### src/rtl/alu_ctrl_if.sv
// alu_ctrl_if: bundles every non-clock signal of alu_ctrl.
//   Producer side : in_valid/in_ready handshake carrying funct3, funct7, is_imm, op_a, op_b.
//   ALU side      : alu_op/alu_r1/alu_r2 towards the ALU, alu_res/alu_zero back from it.
//   Writeback side: out_valid/out_ready handshake carrying out_res, out_zero, out_illegal.
// Modports: slave  = the alu_ctrl view.
//           master = the environment view (producer, ALU and consumer together).
`timescale 1ns/1ps
interface alu_ctrl_if;
  logic        in_valid;
  logic        in_ready;
  logic [2:0]  funct3;
  logic [6:0]  funct7;
  logic        is_imm;
  logic [31:0] op_a;
  logic [31:0] op_b;
  logic [4:0]  alu_op;
  logic [31:0] alu_r1;
  logic [31:0] alu_r2;
  logic [31:0] alu_res;
  logic        alu_zero;
  logic        out_valid;
  logic        out_ready;
  logic [31:0] out_res;
  logic        out_zero;
  logic        out_illegal;

  modport slave (
    input  in_valid, funct3, funct7, is_imm, op_a, op_b, alu_res, alu_zero, out_ready,
    output in_ready, alu_op, alu_r1, alu_r2, out_valid, out_res, out_zero, out_illegal
  );

  modport master (
    output in_valid, funct3, funct7, is_imm, op_a, op_b, alu_res, alu_zero, out_ready,
    input  in_ready, alu_op, alu_r1, alu_r2, out_valid, out_res, out_zero, out_illegal
  );
endinterface

### src/rtl/alu_ctrl.sv
// alu_ctrl: execute-stage sequencer in front of a one-cycle registered ALU.
// It decodes RV32I (optionally M) funct3/funct7 into ALU opcodes, drives the ALU,
// post-processes SLT/SLTU, and resolves illegal encodings and DIV corner cases locally.
// Ports:
//   clk   - rising-edge clock shared with the ALU
//   rst_n - asynchronous active-low reset
//   bus   - alu_ctrl_if.slave (producer handshake, ALU drive/return, writeback handshake)
// Optional feature macro: ALU_CTRL_M_EN enables MUL/DIV decode and the DIV bypass.
// Without it, funct7=0000001 is illegal and MUL/DIV opcodes are never driven.
`timescale 1ns/1ps
module alu_ctrl (
  input  logic      clk,
  input  logic      rst_n,
  alu_ctrl_if.slave bus
);

  // ALU opcode encoding
  localparam logic [4:0] OP_ADD     = 5'd0;
  localparam logic [4:0] OP_SUB     = 5'd1;
`ifdef ALU_CTRL_M_EN
  localparam logic [4:0] OP_MUL     = 5'd2;
  localparam logic [4:0] OP_DIV     = 5'd3;
`endif
  localparam logic [4:0] OP_AND     = 5'd4;
  localparam logic [4:0] OP_OR      = 5'd5;
  localparam logic [4:0] OP_XOR     = 5'd6;
  localparam logic [4:0] OP_LSHIFT  = 5'd7;
  localparam logic [4:0] OP_LRSHIFT = 5'd8;
  localparam logic [4:0] OP_ARSHIFT = 5'd9;

  typedef enum logic [1:0] {
    IDLE = 2'd0,
    EXEC = 2'd1,
    CAPT = 2'd2,
    RESP = 2'd3
  } state_t;

  state_t      state_r, state_nx_s;
  logic        in_ready_r, out_valid_r;
  logic [4:0]  alu_op_r;
  logic [31:0] alu_r1_r, alu_r2_r;
  logic [31:0] out_res_r;
  logic        out_zero_r, out_illegal_r;
  logic        slt_r, sltu_r;

  logic [4:0]  dec_op_s;
  logic [31:0] dec_r2_s;
  logic        dec_illegal_s, dec_bypass_s, dec_slt_s, dec_sltu_s;
  logic [31:0] dec_bypass_res_s;
  logic        accept_s;
  logic        sign_diff_s, lt_s;
  logic [31:0] capt_res_s;
  logic        capt_zero_s;

  assign bus.in_ready    = in_ready_r;
  assign bus.out_valid   = out_valid_r;
  assign bus.alu_op      = alu_op_r;
  assign bus.alu_r1      = alu_r1_r;
  assign bus.alu_r2      = alu_r2_r;
  assign bus.out_res     = out_res_r;
  assign bus.out_zero    = out_zero_r;
  assign bus.out_illegal = out_illegal_r;

  assign accept_s = (state_r == IDLE) && bus.in_valid;

  // Instruction decode: opcode, second operand, illegal and DIV-bypass detection
  always_comb begin
    dec_op_s         = OP_ADD;
    dec_r2_s         = bus.op_b;
    dec_illegal_s    = 1'b0;
    dec_bypass_s     = 1'b0;
    dec_bypass_res_s = 32'd0;
    dec_slt_s        = 1'b0;
    dec_sltu_s       = 1'b0;
    if (!bus.is_imm && (bus.funct7 == 7'b0000001)) begin
`ifdef ALU_CTRL_M_EN
      case (bus.funct3)
        3'b000: dec_op_s = OP_MUL;
        3'b100: begin
          dec_op_s = OP_DIV;
          // Results the ALU cannot produce: divide by zero and signed overflow
          if (bus.op_b == 32'd0) begin
            dec_bypass_s     = 1'b1;
            dec_bypass_res_s = 32'hFFFF_FFFF;
          end else if ((bus.op_a == 32'h8000_0000) && (bus.op_b == 32'hFFFF_FFFF)) begin
            dec_bypass_s     = 1'b1;
            dec_bypass_res_s = 32'h8000_0000;
          end else begin
            dec_bypass_s     = 1'b0;
          end
        end
        default: dec_illegal_s = 1'b1;
      endcase
`else
      dec_illegal_s = 1'b1;
`endif
    end else if (!bus.is_imm && (bus.funct7 != 7'b0000000) && (bus.funct7 != 7'b0100000)) begin
      dec_illegal_s = 1'b1;
    end else begin
      case (bus.funct3)
        3'b000: dec_op_s = (bus.funct7[5] && !bus.is_imm) ? OP_SUB : OP_ADD;
        3'b001: begin
          dec_op_s = OP_LSHIFT;
          dec_r2_s = {27'd0, bus.op_b[4:0]};
        end
        3'b010: begin
          dec_op_s  = OP_SUB;
          dec_slt_s = 1'b1;
        end
        3'b011: begin
          dec_op_s   = OP_SUB;
          dec_sltu_s = 1'b1;
        end
        3'b100: dec_op_s = OP_XOR;
        3'b101: begin
          dec_op_s = bus.funct7[5] ? OP_ARSHIFT : OP_LRSHIFT;
          dec_r2_s = {27'd0, bus.op_b[4:0]};
        end
        3'b110: dec_op_s = OP_OR;
        3'b111: dec_op_s = OP_AND;
        default: dec_illegal_s = 1'b1;
      endcase
    end
  end

  // Next-state logic of the accept/execute/capture/respond sequence
  always_comb begin
    state_nx_s = state_r;
    case (state_r)
      IDLE: begin
        if (bus.in_valid) begin
          state_nx_s = (dec_illegal_s || dec_bypass_s) ? RESP : EXEC;
        end else begin
          state_nx_s = IDLE;
        end
      end
      EXEC: state_nx_s = CAPT;
      CAPT: state_nx_s = RESP;
      RESP: begin
        if (bus.out_ready) begin
          state_nx_s = IDLE;
        end else begin
          state_nx_s = RESP;
        end
      end
      default: state_nx_s = IDLE;
    endcase
  end

  // State register with registered handshake outputs
  always_ff @(posedge clk or negedge rst_n) begin
    if (!rst_n) begin
      state_r     <= IDLE;
      in_ready_r  <= 1'b1;
      out_valid_r <= 1'b0;
    end else begin
      state_r     <= state_nx_s;
      in_ready_r  <= (state_nx_s == IDLE);
      out_valid_r <= (state_nx_s == RESP);
    end
  end

  // SLT/SLTU from the ALU difference: operand signs decide when they differ,
  // otherwise the sign of the difference does (no overflow is possible then)
  always_comb begin
    sign_diff_s = alu_r1_r[31] ^ alu_r2_r[31];
    if (slt_r) begin
      lt_s = sign_diff_s ? alu_r1_r[31] : bus.alu_res[31];
    end else begin
      lt_s = sign_diff_s ? alu_r2_r[31] : bus.alu_res[31];
    end
    if (slt_r || sltu_r) begin
      capt_res_s  = {31'd0, lt_s};
      capt_zero_s = !lt_s;
    end else begin
      capt_res_s  = bus.alu_res;
      capt_zero_s = bus.alu_zero;
    end
  end

  // ALU drive registers and held result registers
  always_ff @(posedge clk or negedge rst_n) begin
    if (!rst_n) begin
      alu_op_r      <= OP_ADD;
      alu_r1_r      <= 32'd0;
      alu_r2_r      <= 32'd0;
      slt_r         <= 1'b0;
      sltu_r        <= 1'b0;
      out_res_r     <= 32'd0;
      out_zero_r    <= 1'b1;
      out_illegal_r <= 1'b0;
    end else begin
      if (accept_s && !dec_illegal_s && !dec_bypass_s) begin
        alu_op_r <= dec_op_s;
        alu_r1_r <= bus.op_a;
        alu_r2_r <= dec_r2_s;
        slt_r    <= dec_slt_s;
        sltu_r   <= dec_sltu_s;
      end
      // Illegal and bypass results are final at accept; dec_bypass_res_s is 0 when illegal
      if (accept_s && (dec_illegal_s || dec_bypass_s)) begin
        out_res_r     <= dec_bypass_res_s;
        out_zero_r    <= (dec_bypass_res_s == 32'd0);
        out_illegal_r <= dec_illegal_s;
      end
      if (state_r == CAPT) begin
        out_res_r     <= capt_res_s;
        out_zero_r    <= capt_zero_s;
        out_illegal_r <= 1'b0;
      end
    end
  end

endmodule
### src/flat_wrapper.sv
// flat-port wrapper written by rule: the top's interface ports become plain ports
module alu_ctrl_flat 
  (clk, rst_n, bus_in_valid, bus_funct3, bus_funct7, bus_is_imm, bus_op_a, bus_op_b, bus_alu_res, bus_alu_zero, bus_out_ready, bus_in_ready, bus_alu_op, bus_alu_r1, bus_alu_r2, bus_out_valid, bus_out_res, bus_out_zero, bus_out_illegal);
  alu_ctrl_if bus_i ();
  input  logic clk;
  input  logic rst_n;
  input wire logic [$bits(bus_i.in_valid)-1:0] bus_in_valid;
  input wire logic [$bits(bus_i.funct3)-1:0] bus_funct3;
  input wire logic [$bits(bus_i.funct7)-1:0] bus_funct7;
  input wire logic [$bits(bus_i.is_imm)-1:0] bus_is_imm;
  input wire logic [$bits(bus_i.op_a)-1:0] bus_op_a;
  input wire logic [$bits(bus_i.op_b)-1:0] bus_op_b;
  input wire logic [$bits(bus_i.alu_res)-1:0] bus_alu_res;
  input wire logic [$bits(bus_i.alu_zero)-1:0] bus_alu_zero;
  input wire logic [$bits(bus_i.out_ready)-1:0] bus_out_ready;
  output wire logic [$bits(bus_i.in_ready)-1:0] bus_in_ready;
  output wire logic [$bits(bus_i.alu_op)-1:0] bus_alu_op;
  output wire logic [$bits(bus_i.alu_r1)-1:0] bus_alu_r1;
  output wire logic [$bits(bus_i.alu_r2)-1:0] bus_alu_r2;
  output wire logic [$bits(bus_i.out_valid)-1:0] bus_out_valid;
  output wire logic [$bits(bus_i.out_res)-1:0] bus_out_res;
  output wire logic [$bits(bus_i.out_zero)-1:0] bus_out_zero;
  output wire logic [$bits(bus_i.out_illegal)-1:0] bus_out_illegal;
  assign bus_i.in_valid = bus_in_valid;
  assign bus_i.funct3 = bus_funct3;
  assign bus_i.funct7 = bus_funct7;
  assign bus_i.is_imm = bus_is_imm;
  assign bus_i.op_a = bus_op_a;
  assign bus_i.op_b = bus_op_b;
  assign bus_i.alu_res = bus_alu_res;
  assign bus_i.alu_zero = bus_alu_zero;
  assign bus_i.out_ready = bus_out_ready;
  assign bus_in_ready = bus_i.in_ready;
  assign bus_alu_op = bus_i.alu_op;
  assign bus_alu_r1 = bus_i.alu_r1;
  assign bus_alu_r2 = bus_i.alu_r2;
  assign bus_out_valid = bus_i.out_valid;
  assign bus_out_res = bus_i.out_res;
  assign bus_out_zero = bus_i.out_zero;
  assign bus_out_illegal = bus_i.out_illegal;
  alu_ctrl u_core (.clk(clk), .rst_n(rst_n), .bus(bus_i));
endmodule
### config.mk
export PLATFORM = sky130hd
export DESIGN_NAME = alu_ctrl_flat
export DESIGN_NICKNAME = d
export VERILOG_FILES = /design/src/rtl/alu_ctrl_if.sv /design/src/rtl/alu_ctrl.sv /design/src/flat_wrapper.sv
export SDC_FILE = /design/constraint.sdc
export NUM_CORES = 1
export LEC_CHECK = 0
export CAP_MARGIN = 20
export CORE_ASPECT_RATIO = 0.6
export CORE_MARGIN = 4
export CORE_UTILIZATION = 43
export CTS_CLUSTER_DIAMETER = 80
export CTS_CLUSTER_SIZE = 30
export DETAILED_ROUTE_END_ITERATION = 8
export PLACE_DENSITY = 0.9
export SETUP_SLACK_MARGIN = 0.15
export SLEW_MARGIN = 10
export SYNTH_ARGS = -nofsm -noshare
export SYNTH_HDL_FRONTEND = slang
export SYNTH_SLANG_ARGS = --single-unit
### constraint.sdc
create_clock -name clk -period 3.25 [get_ports clk]
set_clock_uncertainty 0.05 [all_clocks]
set_input_delay 0.975 -clock clk [delete_from_list [all_inputs] [get_ports clk]]
set_output_delay 0.975 -clock clk [all_outputs]
set_load 0.05 [all_outputs]
## After elaboration in Yosys (flattened, before gate mapping)

Cells that the tools add are included.

- Input port bits: 112
- Output and inout port bits: 105
- Logic and storage cells: 74
- Flip-flop bits (word level): 109

- Multiplexer cells: 31
- Bitwise gates (word level): 1
- Reduce and logical (&&, ||, !) cells: 18
- Equal/unequal tests: 13

Operators by type and width:

| kind | number |
|---|---|
| $mux W32 | 6 |
| $pmux W5 S7 | 1 |
| $mux W1 | 18 |
| $eq A3 B3 Y1 const B | 4 |
| $mux W5 | 2 |
| $pmux W2 S4 | 1 |
| $eq A7 B1 Y1 const B | 1 |
| $logic_and A1 B1 Y1 | 7 |
| $ne A7 B6 Y1 const B | 1 |
| $reduce_bool A7 Y1 | 1 |
| $eq A2 B2 Y1 const B | 3 |
| $eq A3 B2 Y1 const B | 2 |
| $mux W2 | 3 |
| $logic_not A2 Y1 | 2 |
| $reduce_or A2 Y1 | 2 |
| $eq A3 B1 Y1 const B | 1 |
| $logic_not A1 Y1 | 3 |
| $logic_not A3 Y1 | 1 |
| $eq A2 B1 Y1 const B | 1 |
| $reduce_bool A2 Y1 | 1 |
| $logic_or A1 B1 Y1 | 1 |
| $xor A1 B1 Y1 | 1 |

## Logic depth before layout (Yosys ltp)

Gate-level depths: netlist of run 1.

- Depth in word-level cells: 9
- Depth in mapped cells: 6
- Depth with buffers taken out: 4

## Worst setup path after synthesis of run 1

No wires, ideal clock.

- Kind: input to register
- Start: input bus_funct7[1]
- End: register u_core.alu_r1_r[26], in the netlist u_core.bus.alu_r1[26]
- Path slack: 897 ps
- Buffers on the path: 2
- Library setup time: 125 ps
- Stages on the path: 6
- Data arrival time: 2,178 ps
- Required time: 3,075 ps
- Cells stage by stage: nor4_4 -> a21oi_4 -> nor2_4 -> buf_6 -> buf_6 -> mux2_2

- Cells in the longest elaborated chain, start to end: 7
- Elaborated cells on any way between the ends: 10
- Those cells by class: eq/ne (2); mux (2); reduce/logical (6)

Ends and longest elaborated chain:

| element | line | source |
|---|---|---|
| start: declaration | flat_wrapper.sv:9 | `input wire logic [$bits(bus_i.funct7)-1:0] bus_funct7;` |
| $reduce_bool A7 Y1 | alu_ctrl.sv:97 | `end else if (!bus.is_imm && (bus.funct7 != 7'b0000000) && (bus.funct7 != 7'b0100000)) begin` |
| $logic_and A1 B1 Y1 (2 in series) | alu_ctrl.sv:97 |  |
| $mux W1 | alu_ctrl.sv:97 |  |
| $mux W1 (*) | alu_ctrl.sv:75 | `if (!bus.is_imm && (bus.funct7 == 7'b0000001)) begin` |
| $logic_not A1 Y1 (*) | alu_ctrl.sv:193 | `if (accept_s && !dec_illegal_s && !dec_bypass_s) begin` |
| $logic_and A1 B1 Y1 (*) | alu_ctrl.sv:193 |  |
| end signal: assignment | alu_ctrl.sv:195 | `alu_r1_r <= bus.op_a;` |
| end: declaration | alu_ctrl.sv:41 | `logic [31:0] alu_r1_r, alu_r2_r;` |

Mark *: on every way between the ends. The rest lies on a longest branch, timed or not.
A chain may end at the register's enable or synchronous reset.

## Worst setup path in the final report of run 1

- Start: register u_core.out_zero_r, in the netlist u_core.bus.out_zero
- End: output bus_out_zero

RTL lines:

| element | line | source |
|---|---|---|
| start: declaration | alu_ctrl.sv:43 | `logic out_zero_r, out_illegal_r;` |
| start signal: assignment | alu_ctrl.sv:203 | `out_zero_r <= (dec_bypass_res_s == 32'd0);` |
| start signal: assignment | alu_ctrl.sv:208 | `out_zero_r <= capt_zero_s;` |
| end: declaration | flat_wrapper.sv:22 | `output wire logic [$bits(bus_i.out_zero)-1:0] bus_out_zero;` |

No word-level cell between the ends.

==> run metrics, run 1 <==
outcome complete, no violations; Detail Placement HPWL 8.72 mm; Slew Viols, Final 0; final count of hold timing violations 0; CORE AREA 0.00936 mm2; drt wl/cell 18.4 um; Clk Latency, worst-skew pair 340 ps; worst path bufs/invs 1; register share of total power 28.8%; setup bufs post-CTS 0; Synth warnings 0; largest net degree at the start of global routing 60; syn_nets 392; Worst EP arrival 1680 ps; delay-heaviest family, CP buffers and inverters; P_leak 0.00285 uW; Seq/Total Area, Yosys 64.4%; CTS Buf Count 9; n_diodes 0; Worst-path clk slew 70 ps; CTS Sinks 108; Row Count 27; worst r2r src u_core.state_r[0]; Sum Neg Setup Slack 0 ps; CTS root buffer clkbuf_16; synth-to-layout area growth 60.5%; period utilization 83.2%; area of the mapped netlist 0.00420 mm2; first-pass GRT wire length 18.6 mm; crit end category primary output; total power 8300 uW; clock power share 12.5%; port bufs 215; vias in the first global route 3,474; #FFs+latches synth 108; combinational share of power 58.7%; Util after Layout 72.0%; initial antenna violation count 0; die width 136 um; critical path class reg2out; Sw Pwr 3950 uW; syn_area_per_cell 15.0 um2; maxcap violations 0; commonest non-fill, non-tap cell in the layout clkdlybuf4s50_1; CP max stage delay 810 ps; Netlist cell types 37; synthesized instance count 280; Max Root-Sink Buffers 2; Data required, critical path 2220 ps; Die Y 84.5 um; GRT Util Overall 20.4%; ANT nets after route 0; DRT iter0 DRCs 133; Post-route DRC 0; hold_sp u_core.bus.out_zero; Critical Path Slowest Stage Cell clkdlybuf4s50_1; HP Class reg2reg; crit path launch u_core.bus.out_zero; Max Fclk 370 MHz; post-synthesis async set-or-reset flop share 100%; DIE AREA 0.0115 mm2; cts hold-fix bufs 0; peak supply drop 0.000688 V; vias 3,198; most frequent cells in the layout 214 x clkdlybuf4s50_1, 106 x dfrtp_1, 36 x mux2_2, 34 x a22o_1, 25 x a22o_2; # nets final 607; CP Launch Type register; post-cts resize count 0; share of cells above drive strength 1 19.0%; sw frac 47.7%; 1st-pass router iterations 4; Cell Pwr Density 1230 mW/mm2; # setup viols final 0; gp weighted congestion 0.792; RSZ-0062 raised after global routing no; dominant synthesized flop cell dfrtp_1; worst slew pin tran 888 ps; Final min period 2700 ps; total grt overflow 0; final WL 11.6 mm; H-tree levels 3; Worst slew margin 40.5%; worst-path fanout max 2; CTS tree built; Starting Density 44.9%; Vias per Instance 5.08; CP cell instances clkdlybuf4s50_1; EDFF count, synth 0; internal power 4340 uW; IO Count 217
Yosys cell counts (all sizes together), types with 2 or more instances:
cell,number,share of area (%)
xnor2,2,0.42
nor2,4,0.54
buf,13,2.7
dfstp,2,1.3
inv,5,0.45
mux2,38,10
a22o,59,13
nor2b,2,0.30
nor3,4,0.74
clkbuf,4,0.36
o21ai,14,1.7
nand2,9,0.80
nand2b,2,0.48
dfrtp,106,63
nand3,2,0.36
path summary, 6_finish.rpt:
path,end,slack [ps],cells after the start
worst max register to register,u_core.bus.out_res[12],1240,4
worst min register to register,u_core.bus.out_zero,420,2
worst min-delay path,u_core.bus.out_zero,420,2
max in group asynchronous,u_core.bus.out_res[11],1820,2
min in group asynchronous,u_core.bus.alu_r1[13],650,1
worst max-delay path,bus_out_zero,550,1
final cells by class:
cell class,instances,area [um2]
fillers,635,2620
well taps,130,163
clock buffers,10,239
clock inverters,6,45.0
multi-input cells,150,1350
inverters,5,18.8
repair buffers,221,2220
flip-flops and latches,108,2710
stage by stage:
step | setup slack (ps) | instances | cell area [um2] | hold slack, ps
6_report | 546 | 630 | 6740 | 421
2_1_floorplan | 897 | 280 | 4200 | 418
3_3_place_gp | 374 | 614 | 6460 | 399
4_1_cts | 535 | 630 | 6740 | 421
3_5_place_dp | 316 | 614 | 6460 | 409
5_1_grt | 510 | 630 | 6740 | 465
routing by layer:
layer  routed length (um)  global-route usage, %
met1                 4730                   25.4
met2                 5540                   33.3
met3                 1140                   8.68
met4                  157                   4.48
met5                    0                      0
power groups by stage:
stage	registers, uW	clock network (uW)	logic (uW)
global route	2480	1120	5080
global placement	2380	0	4810
floorplan	4540	0	1020
CTS	2400	1070	4920
finish	2390	1040	4870
detailed placement	2410	0	4910
logic make-up (layout without fill, tap and decap cells):
family | Yosys count | in the layout | synth area share, %
AND/OR/NAND/NOR | 26 | 26 | 4.08
XOR/XNOR | 2 | 2 | 0.417
buffers and inverters | 22 | 242 | 3.55
flip-flops | 108 | 108 | 64.4
adder cells (fa/ha/maj) | 1 | 1 | 0.238
other | 1 | 1 | 0.0893
multiplexers | 38 | 38 | 10.2
AO/OA/AOI/OAI | 82 | 82 | 17.0
registers in the layout (all words and copies together), names as in the netlist:
signal,flops
u_core.bus.alu_r1,32
u_core.bus.alu_r2,32
u_core.bus.out_res,32
u_core.bus.alu_op,4
u_core.state_r,2
u_core.bus.in_ready,1
u_core.bus.out_illegal,1
u_core.bus.out_valid,1
u_core.bus.out_zero,1
u_core.slt_r,1
u_core.sltu_r,1
Power figures use the tool's default switching activity.
==> inputs of run 2 (changes only) <==
--- a/config.mk
+++ b/config.mk
@@ -8,11 +8,11 @@
 export CAP_MARGIN = 20
 export CORE_ASPECT_RATIO = 0.6
 export CORE_MARGIN = 4
-export CORE_UTILIZATION = 43
+export CORE_UTILIZATION = 36
 export CTS_CLUSTER_DIAMETER = 80
 export CTS_CLUSTER_SIZE = 30
 export DETAILED_ROUTE_END_ITERATION = 8
-export PLACE_DENSITY = 0.9
+export PLACE_DENSITY = 0.81
 export SETUP_SLACK_MARGIN = 0.15
 export SLEW_MARGIN = 10
 export SYNTH_ARGS = -nofsm -noshare
==> constraint.sdc (replaced) <==
create_clock -name clk -period 2.17 [get_ports clk]
set_clock_uncertainty 0.05 [all_clocks]
set_input_delay 0.651 -clock clk [delete_from_list [all_inputs] [get_ports clk]]
set_output_delay 0.651 -clock clk [all_outputs]
set_load 0.05 [all_outputs]
==> run 2 against run 1 <==
Combinational power is 44% higher. Sequential share of layout area is 0.097 points higher. First-iteration DRC count stayed put. Design area is 0.24% lower. Core utilization is 13 points lower. Die area is 18% higher. Count of clock-buffer cells in the layout is 3 higher. Non-clock buffer count is 15 higher. Largest cell class unchanged. Highest routed layer unchanged.
==> run metrics, run 2 (synthesis results as in run 1) <==
n_diodes 0 (unchanged); Post-route DRC 0 (unchanged); worst path bufs/invs 3 (+2); Crit. path cell count 7 (+6); Worst slew margin 65.8% (+25 points); period utilization 90.6%; port bufs 215 (unchanged); CTS Buf Count 9 (unchanged); CP Launch Type input pin; DRT iter0 DRCs 133 (unchanged); CP cell instances dlygate4sd2_1, nor4_4, a21oi_4, nor2_4, buf_6, clkbuf_16, mux2_2; Cell Pwr Density 1820 mW/mm2 (+48%); worst slack, placed -333 ps (-649 ps); Util after Layout 59.3% (-13 points); Starting Density 37.0% (-7.8 points); CTS Sinks 108 (unchanged); most frequent cells in the layout 117 x buf_4, 106 x clkdlybuf4s50_1, 106 x dfrtp_1, 36 x mux2_2, 34 x a22o_1; Row Count 30 (+11%); DIE AREA 0.0135 mm2 (+18%); maxcap violations 0 (unchanged); critical path class in2reg; gp weighted congestion 0.767 (-3.2%); initial antenna violation count 0 (unchanged); worst-path fanout max 7 (+5); outcome complete, no violations; Final min period 1970 ps; Data required, critical path 2340 ps (+120 ps); RSZ-0062 raised after global routing no; drt wl/cell 17.0 um (-7.4%); Max Root-Sink Buffers 2 (unchanged); R2R depth 6 (+2); share of cells above drive strength 1 41.2% (+22 points); first-pass GRT wire length 18.4 mm (-0.97%); GRT Util Overall 17.0% (-3.4 points); # nets final 622 (+2.5%); final count of hold timing violations 0 (unchanged); Clk Latency, worst-skew pair 330 ps (about the same); CORE AREA 0.0113 mm2 (+21%); Worst EP arrival 2130 ps (+450 ps); Slew Viols, Final 0 (unchanged); ANT nets after route 0 (unchanged); Vias per Instance 4.77 (-6.1%); Worst-path clk slew 70 ps (about the same); CP endpoint u_core.bus.alu_r1[11]; crit path launch bus_funct7[0]; 1st-pass router iterations 5 (+1); worst r2r src u_core.state_r[0]; CP max stage delay 340 ps (-470 ps); Max Fclk 508 MHz; P_leak 0.00308 uW (+8.1%); FILL cells 938 (+48%); vias 3,217 (+0.59%); crit end category register; delay-heaviest family, CP buffers and inverters; setup slack, reg-to-reg 400 ps (-840 ps); cts hold-fix bufs 0 (unchanged); HP Class in2async; H-tree levels 3 (unchanged); Fin Hold WS 226 ps (-195 ps); CTS tree built; final worst slack 203 ps (-342 ps); IO Count 217 (unchanged); # setup viols final 0 (unchanged); largest net degree at the start of global routing 42 (-30%); Critical Path Slowest Stage Cell nor4_4; worst slew pin tran 513 ps (-375 ps); Sum Neg Setup Slack 0 ps (unchanged); die width 147 um (+8.7%); commonest non-fill, non-tap cell in the layout buf_4; CTS root buffer clkbuf_16; total grt overflow 0 (unchanged); final WL 11.5 mm (-0.77%); Die Y 91.7 um (+8.4%); synth-to-layout area growth 60.1%; peak supply drop 0.00104 V (+52%); worst reg2reg endpoint u_core.bus.alu_r1[11]; Detail Placement HPWL 8.55 mm (-2.0%); vias in the first global route 3,470 (-0.12%)
-- run 2: changes by cell type in the layout (fill, tap and decap cells not counted), moves of 3 or more --
cell,previous run,this run
buf_4,5,117
clkbuf_1,0,3
clkdlybuf4s50_1,214,106
dlygate4sd2_1,0,3
inv_6,3,0
buf_12,2,5
-- run 2: layout make-up --
| class | count | area, um2 | area share (%) |
|---|---|---|---|
| Inverter | 5 | 18.8 | 0.279 |
| Tap cell | 160 | 200 | 2.98 |
| Multi-Input combinational cell | 150 | 1350 | 20.1 |
| Clock inverter | 3 | 46.3 | 0.689 |
| Clock buffer | 13 | 250 | 3.72 |
| Timing Repair Buffer | 236 | 2150 | 32.0 |
| Sequential cell | 108 | 2710 | 40.2 |
-- run 2: per-layer routing --
layer  GRT usage [%]  vias to the layer above  routed length, um
met2            28.0                      116               5500
li1                -                     1498                  -
met1            21.8                     1593               5000
met3            6.02                       10                866
met4            3.57                        0                105
met5               0                        -                  0
-- run 2: how the worst min path moves through the flow --
stage / startpoint / to / slack, ps / depth (start not counted)
after floorplan: rst_n / u_core.bus.alu_op[0] / 310 / 0
after global placement: u_core.bus.out_zero / u_core.bus.out_zero / 400 / 2
after detailed placement: u_core.bus.out_zero / u_core.bus.out_zero / 420 / 2
after global routing: rst_n / u_core.bus.alu_r2[5] / 270 / 1
after CTS: rst_n / u_core.bus.alu_r2[5] / 240 / 1
final: rst_n / u_core.bus.alu_r2[5] / 230 / 1
-- run 2: repair_timing --
| item | in CTS | in global routing |
|---|---|---|
| gates resized for setup | 7 | 2 |
| pin swaps | 3 | 3 |
| endpoints found under the hold margin | 0 | 0 |
| gates cloned | 1 | 1 |
| endpoints found under the setup margin | 100 | 27 |
| buffers inserted | 2 | 0 |
-- run 2: report_power, final --
group          internal, uW  switching (uW)  leakage [uW]  total (uW)
Combinational          2440            4590       0.00161        7030
Clock                   931             699      0.000140        1630
Sequential             3000             598       0.00134        3600
-- run 2: metrics by stage --
stage               instances  power, uW  area [um2]
floorplan                 280       8330        4200
global placement          655      10500        6350
detailed placement        655      10700        6350
CTS                       674      12400        6690
global route              675      12800        6720
finish                    675      12300        6720
==> inputs of run 3 (changes only) <==
--- a/config.mk
+++ b/config.mk
@@ -12,8 +12,8 @@
 export CTS_CLUSTER_DIAMETER = 80
 export CTS_CLUSTER_SIZE = 30
 export DETAILED_ROUTE_END_ITERATION = 8
-export PLACE_DENSITY = 0.81
-export SETUP_SLACK_MARGIN = 0.15
+export PLACE_DENSITY = 0.77
+export SETUP_SLACK_MARGIN = 0.02
 export SLEW_MARGIN = 10
 export SYNTH_ARGS = -nofsm -noshare
 export SYNTH_HDL_FRONTEND = slang
==> run 3 against run 2 <==
Sequential cell count unchanged. Non-clock buffer count down 1. Routed wire length up 1.2%. Count of clock-buffer cells in the layout down 3. Critical path type unchanged. Maximum frequency down 7.8%. Setup slack worse by 170 ps.
==> run metrics, run 3 (synthesis results as in run 1) <==
outcome complete, no violations; n_diodes 0 (unchanged); Slew Viols, Final 0 (unchanged); DRT iter0 DRCs 127 (-4.5%); worst-path fanout max 12 (+5); Final min period 2130 ps (+167 ps); most frequent cells in the layout 118 x buf_4, 107 x clkdlybuf4s50_1, 106 x dfrtp_1, 36 x mux2_2, 34 x a22o_1; Worst EP arrival 2300 ps (+170 ps); vias in the first global route 3,468 (-0.058%); met3 WL 757 um (-13%); final worst slack 36.6 ps (-167 ps); Row Count 30 (unchanged); CP Launch Type input pin; port bufs 215 (unchanged); ANT nets after route 0 (unchanged); GRT Util Overall 17.3% (+0.34 points); FILL cells 915 (-2.5%); peak supply drop 0.000922 V (-12%); cts hold-fix bufs 0 (unchanged); CTS Sinks 108 (unchanged); critical path class in2reg; die width 147 um (unchanged); Starting Density 37.0% (unchanged); Max Root-Sink Buffers 2 (unchanged); share of cells above drive strength 1 41.0% (-0.15 points); vias 3,185 (-0.99%); Worst-path clk slew 70 ps (about the same); Data required, critical path 2340 ps (about the same); Vias per Instance 4.74 (-0.55%); Cell Pwr Density 1820 mW/mm2 (about the same); placed cell count 656 (+0.15%); 1st-pass router iterations 4 (-1); CTS tree built; CTS Buf Count 9 (unchanged); H-tree levels 3 (unchanged); first-pass GRT wire length 18.6 mm (+1.4%); synth-to-layout area growth 59.2%; Fin Hold WS 184 ps (-42.7 ps); DIE AREA 0.0135 mm2 (unchanged); CTS root buffer clkbuf_16; initial antenna violation count 0 (unchanged); Detail Placement HPWL 8.90 mm (+4.0%); Post-route DRC 0 (unchanged); IO Count 217 (unchanged); routed wl met2 5.41 mm (-1.8%); post-route insts no fill 672 (-0.44%); worst slack, placed -368 ps (-35.2 ps); CORE AREA 0.0113 mm2 (unchanged); maxcap violations 0 (unchanged); total power 12,200 uW (-0.52%); total grt overflow 0 (unchanged); Die Y 91.7 um (unchanged); largest net degree at the start of global routing 37 (-12%); drt wl/cell 17.3 um (+1.7%); final WL 11.6 mm (+1.2%); HP Class in2async; P_leak 0.00307 uW (-0.45%); wire length on met1 5.30 mm (+6.0%); RSZ-0062 raised after global routing yes; final count of hold timing violations 0 (unchanged); # nets final 621 (-0.16%); # setup viols final 0 (unchanged); Clk Latency, worst-skew pair 330 ps (about the same); commonest non-fill, non-tap cell in the layout buf_4; period utilization 98.3% (+7.7 points); Max Fclk 469 MHz (-7.8%); gp weighted congestion 0.748 (-2.5%); crit end category register; Top Metal Used met4; Sum Neg Setup Slack 0 ps (unchanged)
## run 3: report_power, final
part,switching (uW),internal [uW],total [uW]
Sequential,598,3000,3600
Combinational,4600,2430,7030
Clock,690,882,1570
## run 3: final timing paths
| check | slack [ps] | cells past startpoint | end | start |
|---|---|---|---|---|
| worst max-delay path | 40 | 6 | u_core.bus.alu_r1[4] | bus_funct7[2] |
| worst min-delay path | 180 | 1 | u_core.bus.alu_r1[27] | rst_n |
| worst max register to register | 310 | 5 | u_core.bus.alu_r1[4] | u_core.state_r[0] |
| worst min register to register | 410 | 2 | u_core.bus.out_zero | u_core.bus.out_zero |
| max in group asynchronous | 1330 | 2 | u_core.bus.alu_r2[31] | rst_n |
| min in group clk | 410 | 2 | u_core.bus.out_zero | u_core.bus.out_zero |
## run 3: metal layers
metal / up-vias / track usage (%)
met3: 15 / 5.53
met1: 1554 / 22.6
met2: 126 / 28.3
met5: - / 0
li1: 1490 / -
met4: 0 / 4.26
## run 3: through the flow
| step | utilization [%] | cell area, um2 |
|---|---|---|
| final | 59.0 | 6690 |
| after global routing | 59.0 | 6690 |
| after CTS | 59.0 | 6680 |
| after detailed placement | 56.1 | 6360 |
| after global placement | 56.1 | 6360 |
| after floorplan | - | 4200 |
## run 3: what timing repair did
item,in CTS,in global routing
pin swaps,1,1
gates cloned,1,0
setup endpoints to repair,77,26
buffers inserted,1,0
gates resized for setup,3,1
## run 3: final cells by class
cell class | instances | area (um2) | area share, %
Sequential cell | 108 | 2710 | 40.5
Timing Repair Buffer | 235 | 2130 | 31.9
Multi-Input combinational cell | 150 | 1350 | 20.2
Clock buffer | 10 | 229 | 3.42
Tap cell | 160 | 200 | 2.99
Clock inverter | 4 | 52.6 | 0.786
Inverter | 5 | 18.8 | 0.281
## run 3: critical path, cell delays in order
cell and delay [ps]:
clkdlybuf4s50_1 460, nor4_4 250, a21oi_4 110, nor2_4 180, bufbuf_16 310, mux2_2 330
